### config.mk
export PLATFORM = sky130hd
export DESIGN_NAME = prog_loader
export DESIGN_NICKNAME = d
export VERILOG_FILES = /design/src/rtl/prog_loader_pkg.sv /design/src/rtl/loader_checksum.sv /design/src/rtl/prog_loader.sv
export SDC_FILE = /design/constraint.sdc
export NUM_CORES = 1
export LEC_CHECK = 0
export ABC_AREA = 0
export BUFFER_PORTS_ARGS = -buffer_cell sky130_fd_sc_hd__buf_4
export CAP_MARGIN = 15
export CORE_MARGIN = 2
export CORE_UTILIZATION = 45
export DETAILED_ROUTE_END_ITERATION = 7
export HOLD_SLACK_MARGIN = 0.05
export PLACE_DENSITY = 0.81
export SLEW_MARGIN = 20
export SYNTH_ARGS = -nofsm -noshare
export SYNTH_HDL_FRONTEND = slang
export SYNTH_HIERARCHICAL = 1
export SYNTH_SLANG_ARGS = --single-unit
### constraint.sdc
create_clock -name clk -period 2.75 [get_ports clk]
set_input_delay 0.1375 -clock clk [delete_from_list [all_inputs] [get_ports clk]]
set_output_delay 0.1375 -clock clk [all_outputs]
set_load 0.05 [all_outputs]
### src/rtl/prog_loader_pkg.sv
// prog_loader_pkg: shared state encoding and constants for prog_loader.
// The VERIFY state exists only when PROG_LOADER_VERIFY_EN is defined.
package prog_loader_pkg;
   typedef enum logic [2:0] {
      S_IDLE,
      S_LOAD,
`ifdef PROG_LOADER_VERIFY_EN
      S_VERIFY,
`endif
      S_RUN,
      S_DONE,
      S_ERR
   } state_t;
   localparam int ADDR_SHIFT = 2;
   localparam int CSUM_W     = 32;
endpackage

### src/rtl/loader_checksum.sv
// loader_checksum: clearable mod-2^CSUM_W accumulator.
module loader_checksum
   import prog_loader_pkg::*;
(
   input  logic              clk,
   input  logic              arst_n,
   input  logic              clr,
   input  logic              add_en,
   input  logic [CSUM_W-1:0] operand,
   output logic [CSUM_W-1:0] sum
);
   logic [CSUM_W-1:0] sum_q, sum_d;

   always_comb sum_d = clr ? '0 : add_en ? sum_q + operand : sum_q;

   always_ff @(posedge clk or negedge arst_n)
      if (!arst_n) sum_q <= '0;
      else         sum_q <= sum_d;

   assign sum = sum_q;
endmodule

### src/rtl/prog_loader.sv
// prog_loader: streams an instruction image into imem, then enables the cpu for run_cycles.
// PROG_LOADER_VERIFY_EN adds a read-back checksum pass (VERIFY) between LOAD and RUN.
module prog_loader
   import prog_loader_pkg::*;
#(
   parameter int IMEM_DEPTH = 512,
   parameter int RUN_W      = 32
) (
   input  logic             clk,
   input  logic             arst_n,
   input  logic             start,
   input  logic [RUN_W-1:0] run_cycles,
   input  logic             s_valid,
   input  logic [31:0]      s_data,
   input  logic             s_last,
   output logic             s_ready,
   output logic [63:0]      addr_ext,
   output logic             wen_ext,
   output logic             ren_ext,
   output logic [31:0]      wdata_ext,
   input  logic [31:0]      rdata_ext,
   output logic             cpu_enable,
   output logic             busy,
   output logic             done,
   output logic             error,
   output logic [9:0]       word_count
);
   state_t           state_q, state_d;
   logic [9:0]       wc_q, wc_d;
   logic [63:0]      addr_q, addr_d;
   logic [31:0]      wdata_q, wdata_d;
   logic [RUN_W-1:0] run_q, run_d;
   logic             wen_q, wen_d, cpu_en_q, cpu_en_d, s_ready_q, s_ready_d;
   logic             busy_q, busy_d, done_q, done_d, error_q, error_d;
   logic             hs, clr;

   assign hs  = s_valid && s_ready_q;
   assign clr = start && (state_q inside {S_IDLE, S_DONE, S_ERR});

`ifdef PROG_LOADER_VERIFY_EN
   logic              ren_q, ren_d, rd_pend_q, rd_pend_d, last_ret;
   logic [9:0]        vidx_q, vidx_d;
   logic [CSUM_W-1:0] wr_sum, rd_sum;

   loader_checksum u_wr_sum (
      .clk(clk), .arst_n(arst_n), .clr(clr), .add_en(hs), .operand(s_data), .sum(wr_sum)
   );
   loader_checksum u_rd_sum (
      .clk(clk), .arst_n(arst_n), .clr(clr), .add_en(rd_pend_q), .operand(rdata_ext), .sum(rd_sum)
   );

   // Final read data arrives one cycle after the last ren; compare it folded into the sum.
   assign last_ret = state_q == S_VERIFY && rd_pend_q && !ren_q && vidx_q == wc_q;
   assign ren_ext  = ren_q;
`else
   logic unused_rdata;
   assign unused_rdata = ^rdata_ext;
   assign ren_ext      = 1'b0;
`endif

   always_comb begin
      state_d = state_q;
      wc_d    = wc_q;
      addr_d  = addr_q;
      wdata_d = wdata_q;
      run_d   = run_q;
      wen_d   = hs;
`ifdef PROG_LOADER_VERIFY_EN
      ren_d     = 1'b0;
      rd_pend_d = ren_q;
      vidx_d    = vidx_q;
`endif
      if (clr) begin
         state_d = S_LOAD;
         wc_d    = '0;
         run_d   = run_cycles;
`ifdef PROG_LOADER_VERIFY_EN
         vidx_d  = '0;
`endif
      end
      if (hs) begin
         addr_d  = 64'(wc_q) << ADDR_SHIFT;
         wdata_d = s_data;
         wc_d    = (wc_q == 10'(IMEM_DEPTH)) ? wc_q : wc_q + 10'd1;
`ifdef PROG_LOADER_VERIFY_EN
         if (s_last) state_d = S_VERIFY;
`else
         if (s_last) state_d = (run_q == '0) ? S_DONE : S_RUN;
`endif
         else if (wc_q == 10'(IMEM_DEPTH - 1)) state_d = S_ERR;
      end
`ifdef PROG_LOADER_VERIFY_EN
      if (state_q == S_VERIFY) begin
         ren_d = vidx_q < wc_q;
         if (ren_d) begin
            addr_d = 64'(vidx_q) << ADDR_SHIFT;
            vidx_d = vidx_q + 10'd1;
         end
         if (last_ret)
            state_d = (rd_sum + rdata_ext != wr_sum) ? S_ERR : (run_q == '0) ? S_DONE : S_RUN;
      end
`endif
      if (state_q == S_RUN && cpu_en_q) begin
         run_d = run_q - RUN_W'(1);
         if (run_q == RUN_W'(1)) state_d = S_DONE;
      end
      // Entering RUN straight from LOAD waits one cycle so the final write never overlaps enable.
      cpu_en_d  = state_d == S_RUN && state_q != S_LOAD;
      s_ready_d = state_d == S_LOAD;
      busy_d    = !(state_d inside {S_IDLE, S_DONE, S_ERR});
      done_d    = state_d == S_DONE;
      error_d   = state_d == S_ERR;
   end

   always_ff @(posedge clk or negedge arst_n)
      if (!arst_n) begin
         state_q   <= S_IDLE;
         wc_q      <= '0;
         addr_q    <= '0;
         wdata_q   <= '0;
         run_q     <= '0;
         wen_q     <= 1'b0;
         cpu_en_q  <= 1'b0;
         s_ready_q <= 1'b0;
         busy_q    <= 1'b0;
         done_q    <= 1'b0;
         error_q   <= 1'b0;
`ifdef PROG_LOADER_VERIFY_EN
         ren_q     <= 1'b0;
         rd_pend_q <= 1'b0;
         vidx_q    <= '0;
`endif
      end else begin
         state_q   <= state_d;
         wc_q      <= wc_d;
         addr_q    <= addr_d;
         wdata_q   <= wdata_d;
         run_q     <= run_d;
         wen_q     <= wen_d;
         cpu_en_q  <= cpu_en_d;
         s_ready_q <= s_ready_d;
         busy_q    <= busy_d;
         done_q    <= done_d;
         error_q   <= error_d;
`ifdef PROG_LOADER_VERIFY_EN
         ren_q     <= ren_d;
         rd_pend_q <= rd_pend_d;
         vidx_q    <= vidx_d;
`endif
      end

   assign s_ready    = s_ready_q;
   assign addr_ext   = addr_q;
   assign wen_ext    = wen_q;
   assign wdata_ext  = wdata_q;
   assign cpu_enable = cpu_en_q;
   assign busy       = busy_q;
   assign done       = done_q;
   assign error      = error_q;
   assign word_count = wc_q;
endmodule

# Yosys cells after proc, flatten, opt, wreduce, memory -nomap -nowiden
# Cells that the tools add are included.
# totals
input_bits	101
output_inout_bits	113
word_cells	50
reg_bits	93
# classes
eq_ne	12
n_reduce_logical	13
add_sub_neg	2
muxes	12
# op_table
cell	n
$mux W32	2
$eq A32 B1 Y1 const B	1
$logic_not A32 Y1	1
$sub A32 B1 Y32 const B	1
$mux W10	3
$mux W3	6
$eq A3 B2 Y1 const B	4
$add A10 B1 Y10 const B	1
$eq A10 B10 Y1 const B	1
$eq A10 B9 Y1 const B	1
$eq A3 B3 Y1 const B	2
$logic_not A3 Y1	2
$reduce_bool A3 Y1	2
$logic_and A1 B1 Y1	4
$reduce_bool A2 Y1	2
$eq A3 B1 Y1 const B	1
$ne A3 B1 Y1 const B	1
$ne A2 B2 Y1 const B	1
$reduce_and A2 Y1	1
$logic_not A1 Y1	1
$mux W1	1

# Logic depth before layout (Yosys ltp)
# Gate-level depths: netlist of run 1.
# depth
word_depth	12
ltp_mapped	7
mapped_depth_nobuf	7

# Worst setup path after synthesis of run 1
# No wires, ideal clock.
# synth_timing
path_kind	reg2reg
startpoint	register wc_q[0], in the netlist word_count[0]
endpoint	register s_ready_q, in the netlist s_ready
setup_time_ps	101
synth_period_minus_slack_ps	2307
arrival_ps	2206
required_time_ps	2649
n_path_buf	0
path_stages_with_launch	8
setup_slack_ps	443
cell_sequence	dfrtp_1 > ha_1 > nand3_1 > nor4_1 > nand3b_1 > and3_1 > inv_1 > nor4_1
# synth_via
elab_chain_len	7
# synth_rtl
item	line	text
start, declared	prog_loader.sv:29	logic [9:0] wc_q, wc_d;
start signal, assigned	prog_loader.sv:135	wc_q <= wc_d;
$eq A10 B9 Y1 *	prog_loader.sv:90	else if (wc_q == 10'(IMEM_DEPTH - 1)) state_d = S_ERR;
$mux W3 *	prog_loader.sv:90	
$mux W3 *	prog_loader.sv:88	if (s_last) state_d = (run_q == '0) ? S_DONE : S_RUN;
$mux W3 *	prog_loader.sv:81	if (hs) begin
$mux W3	prog_loader.sv:105	if (run_q == RUN_W'(1)) state_d = S_DONE;
$mux W3 *	prog_loader.sv:103	if (state_q == S_RUN && cpu_en_q) begin
net state_d[1]	prog_loader.sv:28	state_t state_q, state_d;
$eq A3 B1 Y1 *	prog_loader.sv:109	s_ready_d = state_d == S_LOAD;
net s_ready_d	prog_loader.sv:33	logic wen_q, wen_d, cpu_en_q, cpu_en_d, s_ready_q, s_ready_d;
end signal, assigned	prog_loader.sv:141	s_ready_q <= s_ready_d;
end, declared	prog_loader.sv:33	
# The timed path passes the listed nets; every way through them passes the cells marked *.
# A chain may end at the register's enable or synchronous reset.

# Worst setup path in the final report of run 1
# layout_timing
startpoint	register run_q[0]
endpoint	register run_q[18]
# layout_via
elab_chain_len	2
# layout_rtl
item	line	text
start, declared	prog_loader.sv:32	logic [RUN_W-1:0] run_q, run_d;
start signal, assigned	prog_loader.sv:138	run_q <= run_d;
$sub A32 B1 Y32	prog_loader.sv:104	run_d = run_q - RUN_W'(1);
$mux W32	prog_loader.sv:103	
# No other way between the ends.

==> results.md, run 1 <==
- Worst-path cell chain: inv_1 > ha_1 > nor3b_1 > nand4b_1 > nor4_2 > a211oi_1 > a311oi_1
- CTS sink cnt: 93
- Final HPWL from detailed placement: 8380 um
- Initial DRC Count: 258
- Synth Register Bits: 93
- Final wirelength: 12,300 um
- First-pass GRT wire length: 19,100 um
- Syn_area_per_cell: 10.3 sq um
- Fraction of layout cells with a size suffix above 1: 31.3%
- Crit Path Max Fanout: 5
- Outcome: completed
- Vias in the first global route: 3,914
- Async set-reset flop share out of synthesis: 100%
- Drc violations: 0
- Initial core utilization: 45.9%
- Worst Path Buf+Inv: 1
- Fmax achieved: 422 MHz
- Clk Latency, worst-skew pair: 0.36 ns
- Yosys top cell area share: 47.2%
- Tmin final: 2.37 ns
- Ys Warns: 6
- Die W: 109 um
- Startpoint types: register
- Worst R2R Path Depth: 7
- Setup TNS Final: 0 ns
- CP arrival: 2.63 ns
- Post-Layout Cell Count: 802
- Via density: 5.31
- Post-synth top cells: dfrtp_1, buf_4, mux2_2, nand2_1, nor2_1
- Number of buffers created by CTS: 9
- Clock root cell: clkbuf_8
- Worst Skew: 0.0130 ns
- Crit path to: run_q[18]
- Synth top area cells: dfrtp_1, mux2_2, buf_4
- CTS HTree Levels: 3
- Area leader, netlist: dfrtp_1
- Final Core Density: 61.2%
- Die area: 0.0118 sq mm
- Final setup fails: 0
- Reg2reg end: run_q[18]
- Io pins: 214
- CP max stage delay: 0.41 ns
- WL per Instance: 15.3 um
- Worst-margin pin slew: 0.583 ns
- Worst path slowest cell: dfrtp_1
- Leak Pwr: 0.00300 uW
- Worst Setup Slack, final: 0.379 ns
- Final net count: 763
- Worst hold path type: input port to register
- Port buffer count: 126
- Tot GR Track Use: 20.5%
- P&R area growth vs syn: 33.5%
- Clk buf depth: 2
- CTS tree: done
- Post-synthesis sequential area ratio: 47.2%
- Setup bufs post-CTS: 0
- EDFF count, synth: 0
- Crit share post-route: 86.2%
- Syn Std Cell Area: 0.00493 sq mm
- Yosys cell types: 61
- Vias post-DR: 4,258
- CP required: 3.01 ns
- Clock transition at path regs: 0.10 ns
- Delay-heaviest family, CP: simple AND/OR/NAND/NOR gates
- RSZ-0062 raised after global routing: no
- Predominant post-synthesis flop cell: dfrtp_1
- R2R setup slack: 0.38 ns
- Number of cells on the critical path: 7
- CP startpoint: run_q[0]
- CORE AREA: 0.0107 sq mm
- Placer Congestion: 0.917
- Total gr overflow: 0
- Most frequent cell after synthesis: dfrtp_1
- Hold_buf cts: 50
- Initial antenna violation count: 0
- Endpoints failing hold: 0
- PostCTS Resize Cnt: 0
- Worst slack, placed: 0.454 ns
- Reg-to-reg critical path startpoint: run_q[0]
- DRT antenna net count: 0
- First-pass DRT Iterations: 5
- Slew Limit Fails: 0
- Die H: 109 um
- WS Path Type: register to register
- Nature of the critical path endpoint: register
- Worst vdd ir: 0.000715 V
- Slew HR: 61.1%
- Max cap viols: 0
- Largest net degree at the start of global routing: 48
- Diodes inserted: 0
- PwrDens: 1030 mW/mm^2
- Synthesized instance count: 477
- Dpl cells: 736
- Worst hold slack: 0.0736 ns
- Row count: 38
==> sequential cells by signal, summed over array words and instances (netlist names) <==
name / cells
addr_ext: 10
busy: 1
cpu_enable: 1
done: 1
error: 1
run_q: 32
s_ready: 1
state_q: 3
wdata_ext: 32
wen_ext: 1
word_count: 10
==> how the worst min path moves through the flow <==
stage	from	to	slack, ns	cells past startpoint
finish	run_cycles[20]	run_q[20]	0.07	3
detailed placement	arst_n	wdata_ext[0]	0.17	1
global route	run_cycles[12]	run_q[12]	0.09	3
floorplan	arst_n	addr_ext[10]	-0.16	0
global placement	run_cycles[15]	run_q[15]	0.35	3
CTS	run_cycles[20]	run_q[20]	0.05	3
==> layout make-up <==
| cell class | count | area [sq um] |
|---|---|---|
| clock buffers | 10 | 128 |
| clock inverters | 6 | 68.8 |
| fillers | 846 | 4170 |
| inverters | 8 | 30.0 |
| multi-input cells | 358 | 2300 |
| flip-flops and latches | 93 | 2330 |
| well taps | 140 | 175 |
| repair buffers | 187 | 1550 |
==> power by group <==
part / leakage (uW) / internal, uW / switching, uW / total [uW]
Sequential: 0.00114 / 1920 / 525 / 2440
Clock: 0.0000977 / 429 / 497 / 926
Combinational: 0.00177 / 1190 / 2200 / 3390
Total: 0.00300 / 3540 / 3230 / 6760
==> kinds of logic (layout without fill, tap and decap cells) <==
group / after synthesis / after routing / share of synthesized area (%)
and+or+nand+nor: 166 / 166 / 18.8
DFF: 93 / 93 / 47.2
AOI/OAI and AO/OA: 88 / 88 / 12.6
buffers and inverters: 80 / 211 / 10.3
muxes: 40 / 40 / 9.11
adders and majority gates: 5 / 5 / 1.27
xor gates and xnor gates: 4 / 4 / 0.711
other: 1 / 55 / 0.0761
==> layer usage <==
metal,track usage (%),vias up,part of all wire [%]
met3,3.17,14,7.8
met2,35.6,207,50
met1,26.0,2027,41
met4,7.14,0,1.5
li1,-,2010,-
met5,0,-,0
==> tightest hold or removal path, stage by stage <==
cell and delay, ns:
buf_4 0.11, nor2_1 0.10, a211oi_1 0.05
==> per-stage QoR <==
step                power [uW]  area (sq um)
floorplan                 4800          5130
global placement          5650          5850
detailed placement        5780          5880
CTS                       6770          6580
global route              7160          6580
finish                    6760          6580
==> layout by cell type, fill, tap and decap left out, drive strengths merged, types with 4 or more instances in the layout <==
master and n:
a211oi 6, a21oi 17, a311oi 4, and2 5
and3 6, buf 137, clkbuf 10, conb 55
dfrtp 93, dlygate4sd3 50, ha 5, inv 11
mux2 39, nand2 39, nand3 19, nand4 9
nor2 34, nor3 14, nor4 13, o211ai 8
o21a 4, o21ai 16, o311ai 6, or3 4
or4 8
Power figures use the tool's default switching activity.
==> run 2, diff against run 1 <==
--- a/config.mk
+++ b/config.mk
@@ -8,7 +8,6 @@
 export ABC_AREA = 0
 export BUFFER_PORTS_ARGS = -buffer_cell sky130_fd_sc_hd__buf_4
 export CAP_MARGIN = 15
-export CORE_MARGIN = 2
 export CORE_UTILIZATION = 45
 export DETAILED_ROUTE_END_ITERATION = 7
 export HOLD_SLACK_MARGIN = 0.05
==> run 2 against run 1 <==
  * Maximum frequency about the same
  * Final cell count decreased by 0.62%
  * Sequential share of layout area rose by 0.22 points
  * Global-route usage grew 1.5 points
  * Sequential cell count is the same
==> results.md, run 2 (synthesis results as in run 1) <==
- Min-Delay Startpoint: run_cycles[20] (unchanged)
- Area after DPL: 0.00585 sq mm (was 0.00588 sq mm)
- CTS sink cnt: 93 (unchanged)
- Final Power: 6670 uW (was 6760 uW)
- CTS tree: done (unchanged)
- Hold depth: 3 (unchanged)
- Max cap viols: 0 (unchanged)
- WL per Instance: 15.5 um (was 15.3 um)
- Clock root cell: clkbuf_8 (unchanged)
- CORE AREA: 0.0105 sq mm (was 0.0107 sq mm)
- Largest net degree at the start of global routing: 50 (was 48)
- R2R setup slack: 0.38 ns (about the same)
- RSZ-0062 raised after global routing: no (unchanged)
- Via density: 5.41 (was 5.31)
- WS Path Type: register to register (unchanged)
- PostCTS Resize Cnt: 0 (unchanged)
- Worst hold slack: 0.0669 ns (was 0.0736 ns)
- Nature of the critical path endpoint: register (unchanged)
- Placer Congestion: 0.898 (was 0.917)
- Worst-margin pin slew: 0.603 ns (was 0.583 ns)
- Slew Limit Fails: 0 (unchanged)
- CP required: 3.03 ns (was 3.01 ns)
- Die area: 0.0114 sq mm (was 0.0118 sq mm)
- Final wirelength: 12,400 um (was 12,300 um)
- First-pass GRT wire length: 19,700 um (was 19,100 um)
- Diodes inserted: 0 (unchanged)
- Fraction of layout cells with a size suffix above 1: 31.0% (was 31.3%)
- Final Core Density: 62.5% (was 61.2%)
- Worst vdd ir: 0.000684 V (was 0.000715 V)
- Final HPWL from detailed placement: 8660 um (was 8380 um)
- Tmin final: 2.37 ns (about the same)
- First-pass DRT Iterations: 5 (unchanged)
- Commonest non-fill, non-tap cell in the layout: buf_4 (unchanged)
- Reg2reg end: run_q[18] (unchanged)
- Initial DRC Count: 213 (was 258)
- Clock transition at path regs: 0.09 ns (was 0.10 ns)
- PwrDens: 1020 mW/mm^2 (was 1030 mW/mm^2)
- Filler cells: 827 (was 846)
- Final net count: 762 (was 763)
- Outcome: completed (unchanged)
- Final setup fails: 0 (unchanged)
- CTS HTree Levels: 3 (unchanged)
- Row count: 37 (was 38)
- Total gr overflow: 0 (unchanged)
- Most frequent cells in the layout: buf_4, dfrtp_1, conb_1 (unchanged)
- Worst Hold End: run_q[20] (unchanged)
- Clk Latency, worst-skew pair: 0.37 ns (was 0.36 ns)
- Startpoint types: register (unchanged)
- Setup TNS Final: 0 ns (unchanged)
- Die H: 107 um (was 109 um)
- Worst hold path type: input port to register (unchanged)
- Crit share post-route: 86.2% (about the same)
- Reg-to-reg critical path startpoint: run_q[0] (unchanged)
- DRT antenna net count: 0 (unchanged)
- Leak Pwr: 0.00299 uW (was 0.00300 uW)
- CP arrival: 2.65 ns (was 2.63 ns)
- Vias post-DR: 4,308 (was 4,258)
- Die W: 107 um (was 109 um)
- P&R area growth vs syn: 32.6% (was 33.5%)
- Post-route design area: 0.00654 sq mm (was 0.00658 sq mm)
- Drc violations: 0 (unchanged)
- Initial core utilization: 47.1% (was 45.9%)
- Crit Path Max Fanout: 5 (unchanged)
- Fmax achieved: 422 MHz (about the same)
- Vias in the first global route: 3,924 (was 3,914)
- Initial antenna violation count: 0 (unchanged)
- Port buffer count: 126 (unchanged)
- Endpoints failing hold: 0 (unchanged)
- Tot GR Track Use: 22.0% (was 20.5%)
- Worst R2R Path Depth: 7 (unchanged)
- Slew HR: 59.8% (was 61.1%)
- Worst Skew: 0.00935 ns (was 0.0130 ns)
- Number of buffers created by CTS: 9 (unchanged)
- Io pins: 214 (unchanged)
- Clk buf depth: 2 (unchanged)
## run 2: cell types whose count changed in the layout (fill, tap and decap cells not counted), sizes merged
cell,change
clkinvlp,-1
bufinv,-1
buf,-2
inv,-1
dlygate4sd3,+1
clkinv,+2
clkbuf,+1
## run 2: cell type report
| class | instances | area (sq um) | share of cell area [%] |
|---|---|---|---|
| sequential | 93 | 2330 | 35.6 |
| multi-input combinational | 358 | 2300 | 35.2 |
| timing repair buffer | 186 | 1540 | 23.5 |
| tap | 136 | 170 | 2.60 |
| clock buffer | 11 | 141 | 2.16 |
| clock inverter | 5 | 32.5 | 0.498 |
| inverter | 8 | 30.0 | 0.459 |
## run 2: repair_timing
| action | CTS | global route |
|---|---|---|
| setup buffers | 0 | 0 |
| hold endpoints to repair | 97 | 1 |
| hold buffers | 50 | 1 |
## run 2: power breakdown
group,leakage (uW),internal [uW],switching (uW)
Clock,0.0000939,356,483
Sequential,0.00114,1920,529
Combinational,0.00176,1180,2200
Total,0.00299,3450,3220
## run 2: worst max path at each step
stage,endpoint,cells after the start,slack [ns],startpoint
floorplan,s_ready,7,0.44,word_count[0]
global placement,run_q[18],7,0.55,run_q[0]
detailed placement,run_q[18],7,0.48,run_q[0]
CTS,run_q[18],7,0.43,run_q[0]
global route,run_q[18],7,0.16,run_q[0]
finish,run_q[18],7,0.38,run_q[0]
## run 2: metal layers
metal	GRT usage, %	part of all wire [%]	up-vias
met5	0	0	-
met4	8.81	1.7	0
met3	4.19	7.7	17
met2	36.8	49	207
met1	28.1	41	2083
li1	-	-	2001
## run 2: through the flow
step / setup WS, ns / instances
after floorplan: 0.443 / 531
after global placement: 0.545 / 730
after detailed placement: 0.478 / 730
after CTS: 0.434 / 796
after global routing: 0.163 / 797
final: 0.380 / 797
## run 2: critical path, stage by stage, from the launching register on
cell and delay, ns:
dfrtp_1 0.41, inv_1 0.14, ha_1 0.21, nor3b_1 0.39
nand4b_1 0.38, nor4_2 0.38, a211oi_1 0.13, a311oi_1 0.25
